**config.mk**
```make
export PLATFORM = sky130hd
export DESIGN_NAME = shift_load_ctrl
export DESIGN_NICKNAME = d
export VERILOG_FILES = /design/src/rtl/shift_load_ctrl.sv
export SDC_FILE = /design/constraint.sdc
export NUM_CORES = 1
export LEC_CHECK = 0
export CORE_AREA = 2 2 39 41
export CTS_CLUSTER_SIZE = 10
export DETAILED_ROUTE_END_ITERATION = 8
export DIE_AREA = 0 0 41 43
export PLACE_DENSITY = 0.67
export SETUP_SLACK_MARGIN = 0.02
export SYNTH_ARGS = -nofsm -noshare
export SYNTH_HDL_FRONTEND = slang
export SYNTH_SLANG_ARGS = --single-unit
```
**constraint.sdc**
```tcl
create_clock -name clk -period 2.8 [get_ports clk]
set_input_delay 0.84 -clock clk [delete_from_list [all_inputs] [get_ports clk]]
set_output_delay 0.84 -clock clk [all_outputs]
set_load 0.03 [all_outputs]
```
**src/rtl/shift_load_ctrl.sv**
```systemverilog
// -----------------------------------------------------------------------------
// shift_load_ctrl
//
// Sequencing controller for a parallel-load shift register. Accepts a word over
// a valid/ready handshake, loads it into the register for one cycle, then
// shifts it left reg_size times while presenting the register MSB as a
// qualified serial stream (MSB first). Together with the register this forms a
// parallel-to-serial transmitter.
//
// Handshake: a word is transferred on every rising edge where word_valid and
// word_ready are both high. word_ready depends only on registered state, never
// on word_valid; the source must hold word_in stable while word_valid is high
// and not yet accepted.
//
// Optional feature macro: SHIFT_LOAD_CTRL_PIPE_EN
//   undefined : word_ready only in IDLE, one word per reg_size+2 cycles.
//   defined   : word_ready also in the last SHIFT cycle, so the next word can
//               go straight to LOAD; one word per reg_size+1 cycles.
//
// Parameters:
//   reg_size  - word width, must match the shift register (>= 2)
//   fill_bit  - constant driven on d_in, shifted into q[0]
//
// Ports:
//   clk        - clock, rising edge
//   clr        - asynchronous active-high reset (shared with the register)
//   word_in    - parallel word to transmit
//   word_valid - word_in is valid
//   word_ready - controller accepts word_in this cycle
//   q_msb      - register q[reg_size-1]
//   load, shl  - register control, never high together
//   x          - register parallel input, holds the captured word
//   d_in       - register serial input, tied to fill_bit
//   ser_out    - serial data, q_msb gated by ser_valid
//   ser_valid  - ser_out carries a data bit
//   done       - one-cycle pulse after the last bit of a word
//   state_dbg  - current FSM state (0 IDLE, 1 LOAD, 2 SHIFT)
// -----------------------------------------------------------------------------
module shift_load_ctrl #(
  parameter int   reg_size = 4,
  parameter logic fill_bit = 1'b0
) (
  input  logic                clk,
  input  logic                clr,
  input  logic [reg_size-1:0] word_in,
  input  logic                word_valid,
  output logic                word_ready,
  input  logic                q_msb,
  output logic                load,
  output logic                shl,
  output logic [reg_size-1:0] x,
  output logic                d_in,
  output logic                ser_out,
  output logic                ser_valid,
  output logic                done,
  output logic [1:0]          state_dbg
);

  localparam int CNT_W = $clog2(reg_size);

  typedef enum logic [1:0] {
    S_IDLE  = 2'd0,
    S_LOAD  = 2'd1,
    S_SHIFT = 2'd2
  } state_t;

  state_t              state;
  state_t              state_nxt;
  logic [CNT_W-1:0]    cnt;
  logic [reg_size-1:0] x_hold;
  logic                accept;
  logic                last_shift;

  assign last_shift = (state == S_SHIFT) && (cnt == '0);
  assign accept     = word_valid && word_ready;

  // state register
  always_ff @(posedge clk or posedge clr) begin
    if (clr) begin
      state <= S_IDLE;
    end else begin
      state <= state_nxt;
    end
  end

  // next-state logic
  always_comb begin
    state_nxt = state;
    case (state)
      S_IDLE: begin
        if (accept) state_nxt = S_LOAD;
      end
      S_LOAD: begin
        state_nxt = S_SHIFT;
      end
      S_SHIFT: begin
        if (cnt == '0) begin
`ifdef SHIFT_LOAD_CTRL_PIPE_EN
          state_nxt = accept ? S_LOAD : S_IDLE;
`else
          state_nxt = S_IDLE;
`endif
        end
      end
      default: state_nxt = S_IDLE;
    endcase
  end

  // Moore outputs, decoded from registered state only
  always_comb begin
    load       = 1'b0;
    shl        = 1'b0;
    ser_valid  = 1'b0;
    word_ready = 1'b0;
    case (state)
      S_IDLE:  word_ready = 1'b1;
      S_LOAD:  load       = 1'b1;
      S_SHIFT: begin
        shl       = 1'b1;
        ser_valid = 1'b1;
`ifdef SHIFT_LOAD_CTRL_PIPE_EN
        word_ready = last_shift;
`endif
      end
      default: ;
    endcase
  end

  // bit counter: loaded in LOAD, counts down through SHIFT, parks at 0
  always_ff @(posedge clk or posedge clr) begin
    if (clr) begin
      cnt <= '0;
    end else if (state == S_LOAD) begin
      cnt <= CNT_W'(reg_size - 1);
    end else if ((state == S_SHIFT) && (cnt != '0)) begin
      cnt <= cnt - 1'b1;
    end
  end

  // captured word; changes only on an accepted handshake
  always_ff @(posedge clk or posedge clr) begin
    if (clr) begin
      x_hold <= '0;
    end else if (accept) begin
      x_hold <= word_in;
    end
  end

  // done follows the last SHIFT cycle by one clock, even when the next word
  // has already moved the FSM into LOAD
  always_ff @(posedge clk or posedge clr) begin
    if (clr) begin
      done <= 1'b0;
    end else begin
      done <= last_shift;
    end
  end

  assign x         = x_hold;
  assign d_in      = fill_bit;
  assign ser_out   = ser_valid & q_msb;
  assign state_dbg = state;

endmodule

```
# == Yosys cells after proc, flatten, opt, wreduce, memory -nomap -nowiden ==
# Cells that the tools add are included.
# word_totals
reg_bits,9
inputBits,8
output_inout_bits,13
elab_cells,26
# op_classes
addsub,1
n_eq_ne,4
n_mux,8
n_bitwise,1
reduce_logical,8
# op_table
operator,n
$mux 2,4
$pmux 2 s3,1
$logic_not 2->1,2
$reduce_bool 2->1,2
$logic_and 1x1->1,3
$mux 1,3
$eq 2x1->1 const B,1
$eq 2x2->1 const B,1
$ne 2x1->1 const B,1
$ne 2x2->1 const B,1
$reduce_and 2->1,1
$sub 2x1->2 const B,1
$and 1x1->1,1

# == Logic depth before layout (Yosys ltp) ==
# depth
ltp_word,5
ltp_mapped,5
depth_no_buf,5

# == Worst setup path before layout ==
# OpenSTA, ideal clock, no wires.
# synth_path
path_type,flip-flop to output port
startpoint,reg state[1] (netlist: state_dbg[1])
endpoint,out ser_out
arrival_ps,1616
required_time_ps,1960
setup_slack_ps,344
path_stages_with_launch,3
path_buffers,0
cell_sequence,dfrtp_1 > nor2b_1 > and2_1
# synth_between
elab_chain_cells,3
# synth_lines
item,line_no,rtl
"start, declared",67,state_t state;
"start signal, assigned",82,state <= state_nxt;
$eq 2x2->1,115,case (state)
$mux 1,115,
via ser_valid,54,"output logic ser_valid,"
$and 1x1->1,161,assign ser_out = ser_valid & q_msb;
"end, declared",53,"output logic ser_out,"
# The timed path passes the listed nets, and every way through them passes these cells.

# == Worst setup path after layout ==
# layout_path
startpoint,reg state[0] (netlist: state_dbg[0])
endpoint,out shl
# layout_between
elab_chain_cells,2
# layout_lines
item,line_no,rtl
$eq 2x2->1,115,
$mux 1,115,
"end, declared",50,"output logic shl,"
# No other way between the ends.

==> flow_summary.json <==
{
  "cp_cell_sequence": "nor2b_1 -> clkdlybuf4s50_1",
  "cts-buffers-inserted": 3,
  "rows": 14,
  "fin_tns_setup_ns": 0,
  "yosysUniqueCellTypes": 15,
  "ys_ff_latch": 9,
  "max_freq_mhz": 377,
  "gp_congestion": 0.684,
  "synth_nets": 45,
  "critPathArrivalTime_ns": 1.81,
  "hold_path_class": "flip-flop to flip-flop",
  "diodes": 0,
  "met3_usage": 0.0314,
  "postCtsSetupBuffers": 0,
  "required_ns": 1.96,
  "synth_top_cell_by_area": "dfrtp_1",
  "synth_edf_count": 0,
  "h-tree-depth": 1,
  "yosysWarningCount": 0,
  "die-area_sq_um": 1760,
  "die_x_um": 41,
  "maxCapViolCount": 0,
  "worstPathMaxFanout": 9,
  "ant_nets": 0,
  "synthArstFlopShare": 1.00,
  "status": "finished, final reports clean",
  "synth_ff_type": "dfrtp_1",
  "die_h_um": 43,
  "drive_gt1_frac": 0.161,
  "grt_start_max_net_pins": 10,
  "clk_pin_slew_ns": 0.06,
  "drt_iter0_markers": 8,
  "fin_skew_ns": 0.000586,
  "num_vias": 335,
  "io_buffers": 19,
  "avgSynthCellArea_sq_um": 12.1,
  "grtUsageMet1": 0.133,
  "via_per_inst": 4.65,
  "fillCellCount": 133,
  "ir_drop_uv": 551,
  "rsz0062_at_grt": "no",
  "clkLatencyLatePin_ns": 0.26,
  "yosysMostFrequentCell": "dfrtp_1",
  "critical-path-max-stage-delay_ns": 0.75,
  "clkSinkCount": 9,
  "finalHoldViolCount": 0,
  "clk_path_buf_depth": 2,
  "antenna_found_initial": 0,
  "cts_tree": "done",
  "track_usage": 0.102,
  "io_pins": 21,
  "ys_seq_area_frac": 0.517,
  "grt.met2_usage": 0.131,
  "top_usage_layer": "met1",
  "cp_slowest_cell": "clkdlybuf4s50_1",
  "grt_pass1_vias": 292,
  "finalWirelength_um": 755,
  "synth.area.top_cells": "dfrtp_1, mux2_4, and2_1",
  "p_per_area_nw_per_um2": 1230,
  "wl_per_cell_um": 10.5,
  "cp-start-kind": "flip-flop",
  "fin_nets": 66,
  "leakage_nw": 0.298,
  "coreArea_sq_um": 1380,
  "initial_core_util": 0.315,
  "route.detailed.drc": 0,
  "root_buffer": "clkbuf_4",
  "synth_top_area_share": 0.517,
  "criticalPathCategory": "flip-flop to output pin",
  "holdBufCountCts": 0,
  "syn2layout_area_growth_pct": 47.7,
  "power_mw": 0.794,
  "synth_cells": 36,
  "end_kind": "output pin",
  "postCtsResizedCells": 0,
  "min_period_ns": 2.65,
  "grt_pass1_wl_um": 1180,
  "yosys-top-cells-count": "dfrtp_1, inv_1, mux2_4",
  "drv_slew": 0,
  "first_pass_iters": 2,
  "grt-ovfl-total": 0,
  "finalSetupViolCount": 0,
  "mappedNetlistArea_sq_um": 435,
  "period_share": 0.948
}
## state kept, by name, summed over array words and instances, names as in the netlist
| register | cells |
|---|---|
| done | 1 |
| state_dbg | 2 |
| cnt | 2 |
| x | 4 |
## worst max-delay path, delay by kind of cell, from the launching register on
family                 cells  cell delay [ns]
buffers and inverters      1             0.75
flip-flops                 1             0.47
AND/OR/NAND/NOR            1             0.33
## placed cells by master (no fill, tap or decap)
cell             Yosys  final
clkbuf_1             0      1
mux2_4               4      4
a311oi_1             2      2
nor3b_1              1      1
nor2b_1              3      3
and3_1               1      1
clkbuf_4             0      3
a21o_1               1      1
and2_1               3      3
ha_1                 1      1
clkdlybuf4s50_1      0     18
nor3_1               2      2
nor2_2               1      1
dfrtp_1              9      9
conb_1               1      1
buf_4                2      1
inv_1                4      4
## area by class of cell
cell class / count / area (sq um) / share of cell area
timing repair buffer: 19 / 188 / 0.292
clock buffer: 4 / 26.3 / 0.0409
tap: 16 / 20.0 / 0.0311
sequential: 9 / 225 / 0.350
multi-input combinational: 20 / 169 / 0.263
inverter: 4 / 15.0 / 0.0233
## worst paths after layout
path | startpoint | endpoint | slack (ns) | cells after the start
worst max-delay path | state_dbg[0] | shl | 0.15 | 2
worst min-delay path | x[3] | x[3] | 0.51 | 1
worst max register to register | state_dbg[0] | x[0] | 1.43 | 3
worst min register to register | x[3] | x[3] | 0.51 | 1
max in group asynchronous | clr | state_dbg[0] | 1.72 | 2
min in group asynchronous | clr | x[3] | 0.84 | 2
## stage by stage
step / hold slack [ns] / worst slack, ns / utilization / instances / instance area [sq um]
4_1_cts: 0.517 / 0.120 / 0.465 / 72 / 643
6_report: 0.513 / 0.145 / 0.465 / 72 / 643
3_3_place_gp: 0.499 / 0.419 / 0.446 / 68 / 617
2_1_floorplan: 0.528 / 0.344 / - / 36 / 435
3_5_place_dp: 0.493 / 0.406 / 0.446 / 68 / 617
5_1_grt: 0.535 / 0.0225 / 0.465 / 72 / 643
## power breakdown
| group | total (mW) | leakage [nW] | internal, mW | switching [mW] |
|---|---|---|---|---|
| combinational | 0.462 | 0.176 | 0.218 | 0.243 |
| clock | 0.101 | 0.0150 | 0.0550 | 0.0459 |
| sequential | 0.232 | 0.107 | 0.186 | 0.0462 |
## kinds of logic (layout without fill, tap and decap cells)
logic type | count (synthesis) | count (layout) | synth area share
AND/OR/NAND/NOR | 11 | 11 | 0.155
flip-flops | 9 | 9 | 0.517
buffers and inverters | 7 | 27 | 0.0948
multiplexers | 4 | 4 | 0.138
AO/OA/AOI/OAI | 3 | 3 | 0.0575
adder cells (fa/ha/maj) | 1 | 1 | 0.0287
other | 1 | 1 | 0.00861
## routing by layer
layer,share of wire,vias to the layer above
li1,-,159
met1,0.40,162
met2,0.52,12
met4,0.013,0
met5,0,-
met3,0.070,2
Note: power is estimated with default switching activity, not from simulation.
